### src/rtl/cpu_pkg.sv
// Shared types and constants for the multiply/divide sequencer
// and its HI/LO write arbitration.
package cpu_pkg;

    typedef enum logic [2:0] {
        IDLE  = 3'd0,
        RUN   = 3'd1,
        WRITE = 3'd2,
        EXC   = 3'd3,
        DONE  = 3'd4
    } hilo_state_t;

    localparam logic OP_MULT = 1'b0;
    localparam logic OP_DIV  = 1'b1;

    localparam int MULT_CYCLES_DEF = 32;
    localparam int DIV_CYCLES_DEF  = 32;
    localparam int CNT_W_DEF       = 6;

    typedef struct packed {
        logic sel;
        logic dz;
    } hilo_req_t;

endpackage

### src/rtl/hilo_pending_slot.sv
// One-entry holding buffer for a request accepted while
// the sequencer is busy.
module hilo_pending_slot
    import cpu_pkg::*;
(
    input  logic      clk,
    input  logic      reset,
    input  logic      i_push,
    input  logic      i_pop,
    input  logic      i_clear,
    input  hilo_req_t i_req,
    output logic      o_full,
    output hilo_req_t o_req
);

    logic      r_full;
    hilo_req_t r_req;

    always_ff @(posedge clk or negedge reset) begin
        if (!reset) begin
            r_full <= 1'b0;
            r_req  <= '0;
        end else if (i_clear) begin
            r_full <= 1'b0;
        end else if (i_push) begin
            r_full <= 1'b1;
            r_req  <= i_req;
        end else if (i_pop) begin
            r_full <= 1'b0;
        end
    end

    assign o_full = r_full;
    assign o_req  = r_req;

endmodule

### src/rtl/hilo_seq_ctrl.sv
// Launches mult/div, counts fixed latency, strobes the HI/LO
// write or raises a divide-by-zero exception.
module hilo_seq_ctrl
    import cpu_pkg::*;
#(
    parameter int MULT_CYCLES = MULT_CYCLES_DEF,
    parameter int DIV_CYCLES  = DIV_CYCLES_DEF,
    parameter int CNT_W       = CNT_W_DEF
) (
    input  logic clk,
    input  logic reset,
    input  logic op_valid,
    input  logic op_sel,
    input  logic divisor_zero,
    input  logic abort,
    input  logic hilo_rd_req,
    output logic op_ready,
    output logic mult_start,
    output logic div_start,
    output logic div_or_mult,
    output logic hilo_w,
    output logic busy,
    output logic done,
    output logic div_zero_exc,
    output logic stall
);

    localparam logic [CNT_W-1:0] MULT_LD = CNT_W'(MULT_CYCLES - 1);
    localparam logic [CNT_W-1:0] DIV_LD  = CNT_W'(DIV_CYCLES - 1);

    hilo_state_t      r_state;
    logic [CNT_W-1:0] r_cnt;
    logic             r_cur_sel;
    logic             r_mult_start;
    logic             r_div_start;
    logic             r_hilo_w;
    logic             r_done;
    logic             r_exc;

    logic      w_full;
    logic      w_idle;
    logic      w_accept;
    logic      w_push;
    logic      w_pop;
    logic      w_launch;
    hilo_req_t w_new;
    hilo_req_t w_slot;
    hilo_req_t w_lreq;

    assign w_idle   = (r_state == IDLE);
    assign w_accept = op_valid & ~w_full & ~abort;
    assign w_new    = '{sel: op_sel, dz: divisor_zero};

    // A held request always launches ahead of a new one.
    assign w_pop    = w_idle & w_full & ~abort;
    assign w_push   = w_accept & ~w_idle;
    assign w_launch = w_pop | (w_idle & w_accept);
    assign w_lreq   = w_full ? w_slot : w_new;

    hilo_pending_slot u_slot (
        .clk     (clk),
        .reset   (reset),
        .i_push  (w_push),
        .i_pop   (w_pop),
        .i_clear (abort),
        .i_req   (w_new),
        .o_full  (w_full),
        .o_req   (w_slot)
    );

    always_ff @(posedge clk or negedge reset) begin
        if (!reset) begin
            r_state      <= IDLE;
            r_cnt        <= '0;
            r_cur_sel    <= OP_MULT;
            r_mult_start <= 1'b0;
            r_div_start  <= 1'b0;
            r_hilo_w     <= 1'b0;
            r_done       <= 1'b0;
            r_exc        <= 1'b0;
        end else begin
            r_mult_start <= 1'b0;
            r_div_start  <= 1'b0;
            r_hilo_w     <= 1'b0;
            r_done       <= 1'b0;
            r_exc        <= 1'b0;
            if (abort) begin
                r_state <= IDLE;
                r_cnt   <= '0;
            end else begin
                unique case (r_state)
                    IDLE: begin
                        if (w_launch) begin
                            if (w_lreq.sel == OP_DIV && w_lreq.dz) begin
                                r_state <= EXC;
                                r_exc   <= 1'b1;
                            end else begin
                                r_state      <= RUN;
                                r_cur_sel    <= w_lreq.sel;
                                r_cnt        <= (w_lreq.sel == OP_DIV)
                                                ? DIV_LD : MULT_LD;
                                r_mult_start <= (w_lreq.sel == OP_MULT);
                                r_div_start  <= (w_lreq.sel == OP_DIV);
                            end
                        end
                    end
                    RUN: begin
                        if (r_cnt == '0) begin
                            r_state  <= WRITE;
                            r_hilo_w <= 1'b1;
                        end else begin
                            r_cnt <= r_cnt - 1'b1;
                        end
                    end
                    WRITE: begin
                        r_state <= DONE;
                        r_done  <= 1'b1;
                    end
                    DONE:    r_state <= IDLE;
                    EXC:     r_state <= IDLE;
                    default: r_state <= IDLE;
                endcase
            end
        end
    end

    // Commit strobes are suppressed combinationally by abort.
    assign hilo_w       = r_hilo_w & ~abort;
    assign done         = r_done & ~abort;
    assign div_zero_exc = r_exc & ~abort;

    assign mult_start  = r_mult_start;
    assign div_start   = r_div_start;
    assign div_or_mult = ~r_cur_sel;
    assign op_ready    = ~w_full;
    assign busy        = ~w_idle | w_full;
    assign stall       = hilo_rd_req & busy;

endmodule
### config.mk
export PLATFORM = sky130hd
export DESIGN_NAME = hilo_seq_ctrl
export DESIGN_NICKNAME = d
export VERILOG_FILES = /design/src/rtl/cpu_pkg.sv /design/src/rtl/hilo_pending_slot.sv /design/src/rtl/hilo_seq_ctrl.sv
export SDC_FILE = /design/constraint.sdc
export NUM_CORES = 1
export LEC_CHECK = 0
export ABC_AREA = 1
export CORE_MARGIN = 5
export CORE_UTILIZATION = 48
export DETAILED_ROUTE_END_ITERATION = 7
export PLACE_DENSITY = 0.83
export SYNTH_ARGS = -nofsm -noshare
export SYNTH_HDL_FRONTEND = slang
export SYNTH_SLANG_ARGS = --single-unit
### constraint.sdc
create_clock -name clk -period 1.9 [get_ports clk]
set_clock_uncertainty 0.15 [all_clocks]
set_input_delay 0.19 -clock clk [delete_from_list [all_inputs] [get_ports clk]]
set_output_delay 0.19 -clock clk [all_outputs]
set_load 0.01 [all_outputs]
### Word level (Yosys, flattened, before mapping)

Index checks and enable logic that the tools add are counted.

* bits in registers: 18
* output and inout port bits: 9

* add/sub/neg operators: 1
* equality and inequality tests: 6
* mux-type cells: 31
* bitwise gates (word level): 18
* reduce and logical (&&, ||, !) cells: 9

Operator list (count)
* 6-bit 2-to-1 mux: 4
* 1-bit 2-to-1 mux: 20
* 6-bit one-hot mux with 2 select lines: 1
* 1-bit AND: 10
* 3-bit 2-to-1 mux: 3
* 3-bit inequality test (second input constant): 3
* 3-bit one-hot mux with 3 select lines: 1
* 4-bit AND reduction: 2
* 6-bit logical NOT: 1
* 1-bit inverter: 6
* 3-bit nonzero test: 2
* 6-bit by 1-bit subtractor with 6-bit output (second input constant): 1
* 2-bit 2-to-1 mux: 2
* 2-bit AND reduction: 2
* 3-bit by 1-bit == test with 1-bit output (second input constant): 1
* 3-bit by 2-bit == test with 1-bit output (second input constant): 1
* 3-bit logical NOT: 1
* 3-bit by 2-bit inequality test with 1-bit output (second input constant): 1
* 1-bit bitwise OR: 2
* 1-bit logical AND: 1

### Longest topological paths before layout

Gate-level depths: netlist (run 1).

* depth after elaboration: 8
* gate-level depth with buffers: 9

### Hierarchy

From an unflattened synthesis (run 1), not the netlist that was laid out.

* cell total of the unflattened synthesis: 135
* area total of the unflattened synthesis: 1024.7 sq um

Modules (own cells, without submodules)
* hilo_seq_ctrl: instances 1, cells an instance 121, area each 903.4 sq um, sequential area each 375.4 sq um
* hilo_pending_slot: instances 1, cells an instance 14, area each 121.4 sq um, sequential area each 75.1 sq um

### Worst setup path before layout (run 1)

Ideal clock, no wire load.

* path type: register -> register
* start: register r_cnt[0]
* end: register r_cnt[3]
* library setup time: 116 ps
* arrival: 1072 ps
* slack: 562 ps
* stages on the path, launching flop included: 10
* buffers on the path: 0
* clock period less this slack: 1338 ps
* cells stage by stage: dfrtp_1 inv_1 ha_1 nand2_1 nor2_2 nand2_1 nand2_1 nor2_2 nand2_1 nand2_1

* word-level cells in the longest chain between the ends: 4
* elaborated cells between the ends (all ways): 7
* classes of those cells: 1 x add/sub; 1 x eq/ne; 3 x mux; 2 x reduce/logical

Ends and longest elaborated chain
* start, declared: line hilo_seq_ctrl.sv:32 `logic [CNT_W-1:0] r_cnt;`
* start signal, assigned: line hilo_seq_ctrl.sv:100 `r_cnt <= (w_lreq.sel == OP_DIV)`
* start signal, assigned: line hilo_seq_ctrl.sv:112 `r_cnt <= r_cnt - 1'b1;`
* 6-bit by 1-bit subtractor with 6-bit output: line hilo_seq_ctrl.sv:112
* 6-bit 2-to-1 mux: line hilo_seq_ctrl.sv:108 `if (r_cnt == '0) begin`
* 6-bit one-hot mux with 2 select lines: line hilo_seq_ctrl.sv:91 `unique case (r_state)`
* 6-bit 2-to-1 mux: line hilo_seq_ctrl.sv:87 `if (abort) begin`

Several ways; a longest one is shown, not always the timed one. The select of a mux whose other input is x is not followed.
A chain may end at the register's enable or synchronous reset.

### Final worst setup path (run 1)

* start: input abort
* end: output div_zero_exc

* word-level cells in the longest chain between the ends: 2

Ends and longest elaborated chain
* start, declared: line hilo_seq_ctrl.sv:15 `input logic abort,`
* 1-bit inverter (no source line)
* 1-bit AND: line hilo_seq_ctrl.sv:130 `assign div_zero_exc = r_exc & ~abort;`
* end, declared: line hilo_seq_ctrl.sv:24 `output logic div_zero_exc,`

No other way between the ends.

==> impl_metrics.tcl, run 1 <==
set metrics [dict create \
    status "completed" \
    yosys_warnings 0 \
    cap_violations 0 \
    hold_viol 0 \
    rows 16 \
    p_leak_nw 0.663 \
    switching_share_pct 42.7 \
    avgViaCountPerCell 5.02 \
    synth_cell_types 22 \
    place_area_sq_um 1240 \
    start_kind "input port" \
    port_buffers 15 \
    dieHeight_um 56.2 \
    critPathSlowestCell "clkdlybuf4s50_1" \
    critical_path.most_common_cell "clkdlybuf4s50_1" \
    grt.total_usage_pct 15.0 \
    fin_tns_setup_ns 0 \
    seqPwrFrac_pct 35.4 \
    cts_root_buf "clkbuf_4" \
    numClockSinks 18 \
    synth_area_leaders "dfrtp_1 (44%), nand2_1 (15%), inv_1 (6.2%)" \
    register_area_sq_um 452 \
    initial_utilization_pct 51.2 \
    syn-instance-count 134 \
    synth_top_area_share_pct 43.9 \
    post-place-ws_ns 0.0509 \
    fillCellCount 181 \
    io-pin-count 16 \
    vias 933 \
    slew-limit-headroom_pct 80.1 \
    internal_power_mw 0.972 \
    synthArstFlopShare_pct 100 \
    synth_top_flop_cell "dfrtp_1" \
    period_share_pct 93.6 \
    stdcell_count 186 \
    synth_most_common_cell "nand2_1" \
    finalCriticalPeriod_ns 1.78 \
    final_nets 169 \
    postRouteAntennaNets 0 \
    critPathMaxStageDelay_ns 0.54 \
    synth_commonest_cells "nand2_1 (40), dfrtp_1 (18), inv_1 (17)" \
    crit_family "buffers and inverters" \
    drc_errors 0 \
    power.total_mw 1.70 \
    antenna_found_initial 0 \
    worstMarginPinSlew_ns 0.299 \
    min_path_type "in -> async" \
    gp_congestion 0.857 \
    switching_power_mw 0.725 \
    path_class "in -> out" \
    critPathMaxFanout 8 \
    overflow 0 \
    drtIter0Drc 27 \
    antennaDiodeCount 0 \
    finalWirelength_mm 2.05 \
    syn-mean-instance-area_sq_um 7.66 \
    dp_hpwl_mm 1.53 \
    power_density_nw_per_um2 1310 \
    seq_area_frac_synth_pct 43.9 \
    first_pass_iters 4 \
    worstPathCellList "clkdlybuf4s50_1 > nor2_1 > clkdlybuf4s50_1" \
    cts_buffers 3 \
    cp-end-kind "output port" \
    power_frac_comb_pct 50.6 \
    dieWidth_um 56.2 \
    yosys.area.top_type "dfrtp_1" \
    htreeDepth 1 \
    crit_arrival_ns 1.44 \
    multi_input_area_sq_um 495 \
    core_sq_um 2000 \
    synth_seq_cells 18 \
    synth_edf_count 0 \
    design_area_sq_um 1300 \
    slew_violations 0 \
    cp.required_ns 1.56 \
    grt_pass1_wl_mm 3.85 \
    clk_latency_ns 0.29 \
    wire_per_inst_um 11.0 \
    worst_slack_ns 0.122 \
    synth_fp_nets 143 \
    drive_gt1_share_pct 17.6 \
    synth.cell_area_sq_um 1030 \
    grt_max_degree 19 \
    cts_tree "built" \
    fmax_ghz 0.562 \
    setup_viol 0 \
    cts.clk_slew.worst_paths_ns 0.11 \
    clockBufferDepth 2 \
    ir_drop_v 0.000891 \
    grt_pass1_vias 921 \
    clkPwrFrac_pct 14.0 \
    cp_num_buf_inv 2 \
    syn2layout_area_growth_pct 26.3 \
    place_inst 180 \
    die-area_sq_um 3160 \
    rsz0062_at_grt "no" \
]
==> path summary, 6_finish.rpt <==
check | startpoint | endpoint | slack [ns] | depth (start not counted)
min | reset | r_done | 0.07 | 2
max reg2reg | r_cnt[2] | r_cnt[5] | 0.38 | 8
min reg2reg | u_slot.o_req[1] | u_slot.o_req[1] | 0.36 | 2
max in group asynchronous | reset | r_state[0] | 1.31 | 2
max | abort | div_zero_exc | 0.12 | 3
min in group clk | divisor_zero | u_slot.o_req[0] | 0.32 | 3
==> cell families after synthesis <==
| family | Yosys count | synth area share [%] |
|---|---|---|
| AO/OA/AOI/OAI | 13 | 6.58 |
| XOR/XNOR | 1 | 0.854 |
| adder cells (fa/ha/maj) | 2 | 2.44 |
| buffers and inverters | 21 | 7.80 |
| flip-flops | 18 | 43.9 |
| AND/OR/NAND/NOR | 79 | 38.4 |
==> state kept, by name (all words and copies together), names as in the netlist <==
signal	count
mult_start	1
r_exc	1
u_slot.o_full	1
r_cnt	6
r_hilo_w	1
r_done	1
r_cur_sel	1
u_slot.o_req	2
div_start	1
r_state	3
==> power groups by stage <==
| stage | clock network, mW | logic (mW) | registers (mW) |
|---|---|---|---|
| final | 0.237 | 0.859 | 0.600 |
| after detailed placement | 0 | 0.836 | 0.616 |
| after CTS | 0.244 | 0.869 | 0.598 |
| after global routing | 0.260 | 0.986 | 0.620 |
| after global placement | 0 | 0.815 | 0.616 |
| after floorplan | 0 | 0.591 | 0.597 |
==> metal layers <==
metal,GRT usage [%],up-vias,share of wire (%)
li1,-,470,-
met1,18.7,439,48
met2,25.0,20,46
met3,3.02,4,4.7
met4,5.76,0,1.1
met5,0,-,0
==> cells in the final DEF, fill, tap and decap left out, drive strengths merged <==
master,instances
inv,20
dfrtp,18
nor4,2
nor2,22
nand3b,2
o21bai,1
a21oi,7
dlygate4sd2,1
xnor2,1
nand4,3
ha,2
nor3,1
dlymetal6s2s,1
clkdlybuf4s50,13
nand3,7
clkbuf,4
buf,7
o21ai,5
nand2,42
==> final cells by class <==
| cell class | count | share of cell area, % |
|---|---|---|
| Inverter | 20 | 5.79 |
| Sequential cell | 18 | 34.8 |
| Timing Repair Buffer | 22 | 15.7 |
| Multi-Input combinational cell | 95 | 38.2 |
| Tap cell | 27 | 2.61 |
| Clock buffer | 4 | 2.80 |
==> timing repair <==
item	4_1_cts	5_1_grt
endpoints found under the setup margin	2	1
resized for setup	2	1
hold buffers	0	0
setup buffers	2	0
==> through the flow <==
stage / hold WS (ns) / utilization [%]
after global placement: 0.322 / 62.1
final: 0.0732 / 64.8
after CTS: 0.0774 / 64.6
after floorplan: -0.256 / -
after global routing: 0.0849 / 64.8
after detailed placement: 0.330 / 62.1
No activity file was read; power rests on OpenSTA's default activity.
==> inputs of run 2 (changes only) <==
--- a/config.mk
+++ b/config.mk
@@ -10,6 +10,7 @@
 export CORE_UTILIZATION = 48
 export DETAILED_ROUTE_END_ITERATION = 7
 export PLACE_DENSITY = 0.83
+export SKIP_LAST_GASP = 1
 export SYNTH_ARGS = -nofsm -noshare
 export SYNTH_HDL_FRONTEND = slang
 export SYNTH_SLANG_ARGS = --single-unit
==> results of run 2 <==
No change in the layout: final DEF, timing and power equal those of run 1.
==> inputs of run 3 (changes only) <==
--- a/config.mk
+++ b/config.mk
@@ -6,8 +6,8 @@
 export NUM_CORES = 1
 export LEC_CHECK = 0
 export ABC_AREA = 1
-export CORE_MARGIN = 5
 export CORE_UTILIZATION = 48
+export CTS_BUF_LIST = sky130_fd_sc_hd__clkbuf_4 sky130_fd_sc_hd__clkbuf_8
 export DETAILED_ROUTE_END_ITERATION = 7
 export PLACE_DENSITY = 0.83
 export SKIP_LAST_GASP = 1
==> run 3 against run 2 <==
Net effect: global-route usage grew 5.2 points; power shrank 3.0%; utilization down 0.42 points; count of clock-buffer cells in the layout fell by 1; sequential power about the same; largest cell class unchanged.
==> impl_metrics.tcl, run 3 (synthesis gave the netlist of run 1 again) <==
set metrics [dict create \
    clk_latency_ns 0.28 \
    gp_congestion 0.902 \
    status "completed" \
    antennaDiodeCount 0 \
    fmax_ghz 0.565 \
    reg2reg_from "r_cnt[2]" \
    rsz0062_at_grt "no" \
    cts_buffers 3 \
    grt.total_usage_pct 20.2 \
    power_frac_comb_pct 52.6 \
    avgViaCountPerCell 4.95 \
    dieHeight_um 48.2 \
    core_sq_um 1980 \
    slew_violations 0 \
    port_buffers 15 \
    grt_pass1_wl_mm 3.22 \
    drive_gt1_share_pct 16.6 \
    hold_viol 0 \
    cts.clk_slew.worst_paths_ns 0.09 \
    worst_slack_ns 0.130 \
    layout_common_cells "nand2_1 (40), inv_1 (17), dfrtp_1 (17), nor2_1 (14), clkdlybuf4s50_1 (13)" \
    register_area_sq_um 452 \
    grt_pass1_vias 794 \
    post-place-ws_ns 0.110 \
    vias 910 \
    p_leak_nw 0.651 \
    clkPwrFrac_pct 11.0 \
    power_density_nw_per_um2 1290 \
    min_path_type "in -> async" \
    worstMarginPinSlew_ns 0.299 \
    period_share_pct 93.1 \
    dieWidth_um 48.2 \
    rows 16 \
    final_nets 168 \
    stdcell_count 184 \
    postRouteAntennaNets 0 \
    layout_commonest_cell "nand2_1" \
    slew-limit-headroom_pct 80.1 \
    drtIter0Drc 17 \
    crit_arrival_ns 1.43 \
    initial_utilization_pct 51.8 \
    power.total_mw 1.65 \
    rrSetupSlack_ns 0.36 \
    cts_tree "built" \
    setup_viol 0 \
    seqPwrFrac_pct 36.5 \
    multi_input_area_sq_um 495 \
    io-pin-count 16 \
    start_kind "input port" \
    cts_hold_buf 0 \
    largest_reg_flops 6 \
    overflow 0 \
    finalCriticalPeriod_ns 1.77 \
    cp.required_ns 1.56 \
    ir_drop_v 0.000684 \
    cp-end-kind "output port" \
    cts_root_buf "clkbuf_4" \
    finalWirelength_mm 2.03 \
    critPathMaxFanout 7 \
    first_pass_iters 4 \
    max_flop_register "r_cnt" \
    switching_power_mw 0.717 \
    cap_violations 0 \
    die-area_sq_um 2330 \
    antenna_found_initial 0 \
    numClockSinks 18 \
    htreeDepth 1 \
    fin_tns_setup_ns 0 \
    internal_power_mw 0.929 \
    path_class "in -> out" \
    fillCellCount 169 \
    startpoint "abort" \
    grt_max_degree 19 \
    clockBufferDepth 2 \
    place_inst 179 \
    drc_errors 0 \
    dp_hpwl_mm 1.59 \
    wire_per_inst_um 11.0 \
    switching_share_pct 43.6 \
    syn2layout_area_growth_pct 24.3 \
]
## run 3: cell types whose count changed in the layout (fill, tap and decap cells not counted)
cell	previous run	this run
clkbuf_8	1	0
buf_4	7	6
## run 3: cell type report
cell class / instances / area share, %
Clock buffer: 3 / 1.77
Inverter: 20 / 5.89
Multi-Input combinational cell: 95 / 38.9
Sequential cell: 18 / 35.4
Tap cell: 27 / 2.65
Timing Repair Buffer: 21 / 15.4
## run 3: worst paths after layout
path	end	cells after the start
worst max-delay path	div_zero_exc	3
worst min-delay path	r_done	2
worst max register to register	r_cnt[5]	8
worst min register to register	u_slot.o_req[1]	2
max in group asynchronous	r_state[0]	2
min in group clk	u_slot.o_req[1]	3
## run 3: power groups by stage
| stage | sequential (mW) | clock, mW | combinational [mW] |
|---|---|---|---|
| final | 0.600 | 0.180 | 0.865 |
| after global routing | 0.616 | 0.206 | 0.972 |
| after CTS | 0.597 | 0.188 | 0.873 |
| after detailed placement | 0.615 | 0 | 0.842 |
| after global placement | 0.616 | 0 | 0.809 |
| after floorplan | 0.597 | 0 | 0.591 |
## run 3: through the flow
stage / util, % / hold WS (ns) / instance area (sq um)
4_1_cts: 64.2 / 0.0797 / 1270
2_1_floorplan: - / -0.256 / 1030
6_report: 64.3 / 0.0749 / 1270
5_1_grt: 64.3 / 0.0904 / 1270
3_5_place_dp: 62.3 / 0.334 / 1230
3_3_place_gp: 62.3 / 0.324 / 1230
## run 3: routing by layer
| layer | global-route usage (%) | wire length (um) | up-vias |
|---|---|---|---|
| li1 | - | - | 469 |
| met1 | 24.5 | 903 | 411 |
| met2 | 32.8 | 974 | 26 |
| met3 | 5.19 | 128 | 4 |
| met4 | 10.6 | 23 | 0 |
| met5 | 0 | 0 | - |
## run 3: critical path: stages
cell and delay (ns):
clkdlybuf4s50_1 0.52, nor2_1 0.17, clkdlybuf4s50_1 0.55
## run 3: what timing repair did
action | in CTS | in global routing
setup endpoints to repair | 2 | 1
gates resized for setup | 2 | 1
buffers inserted | 2 | 0
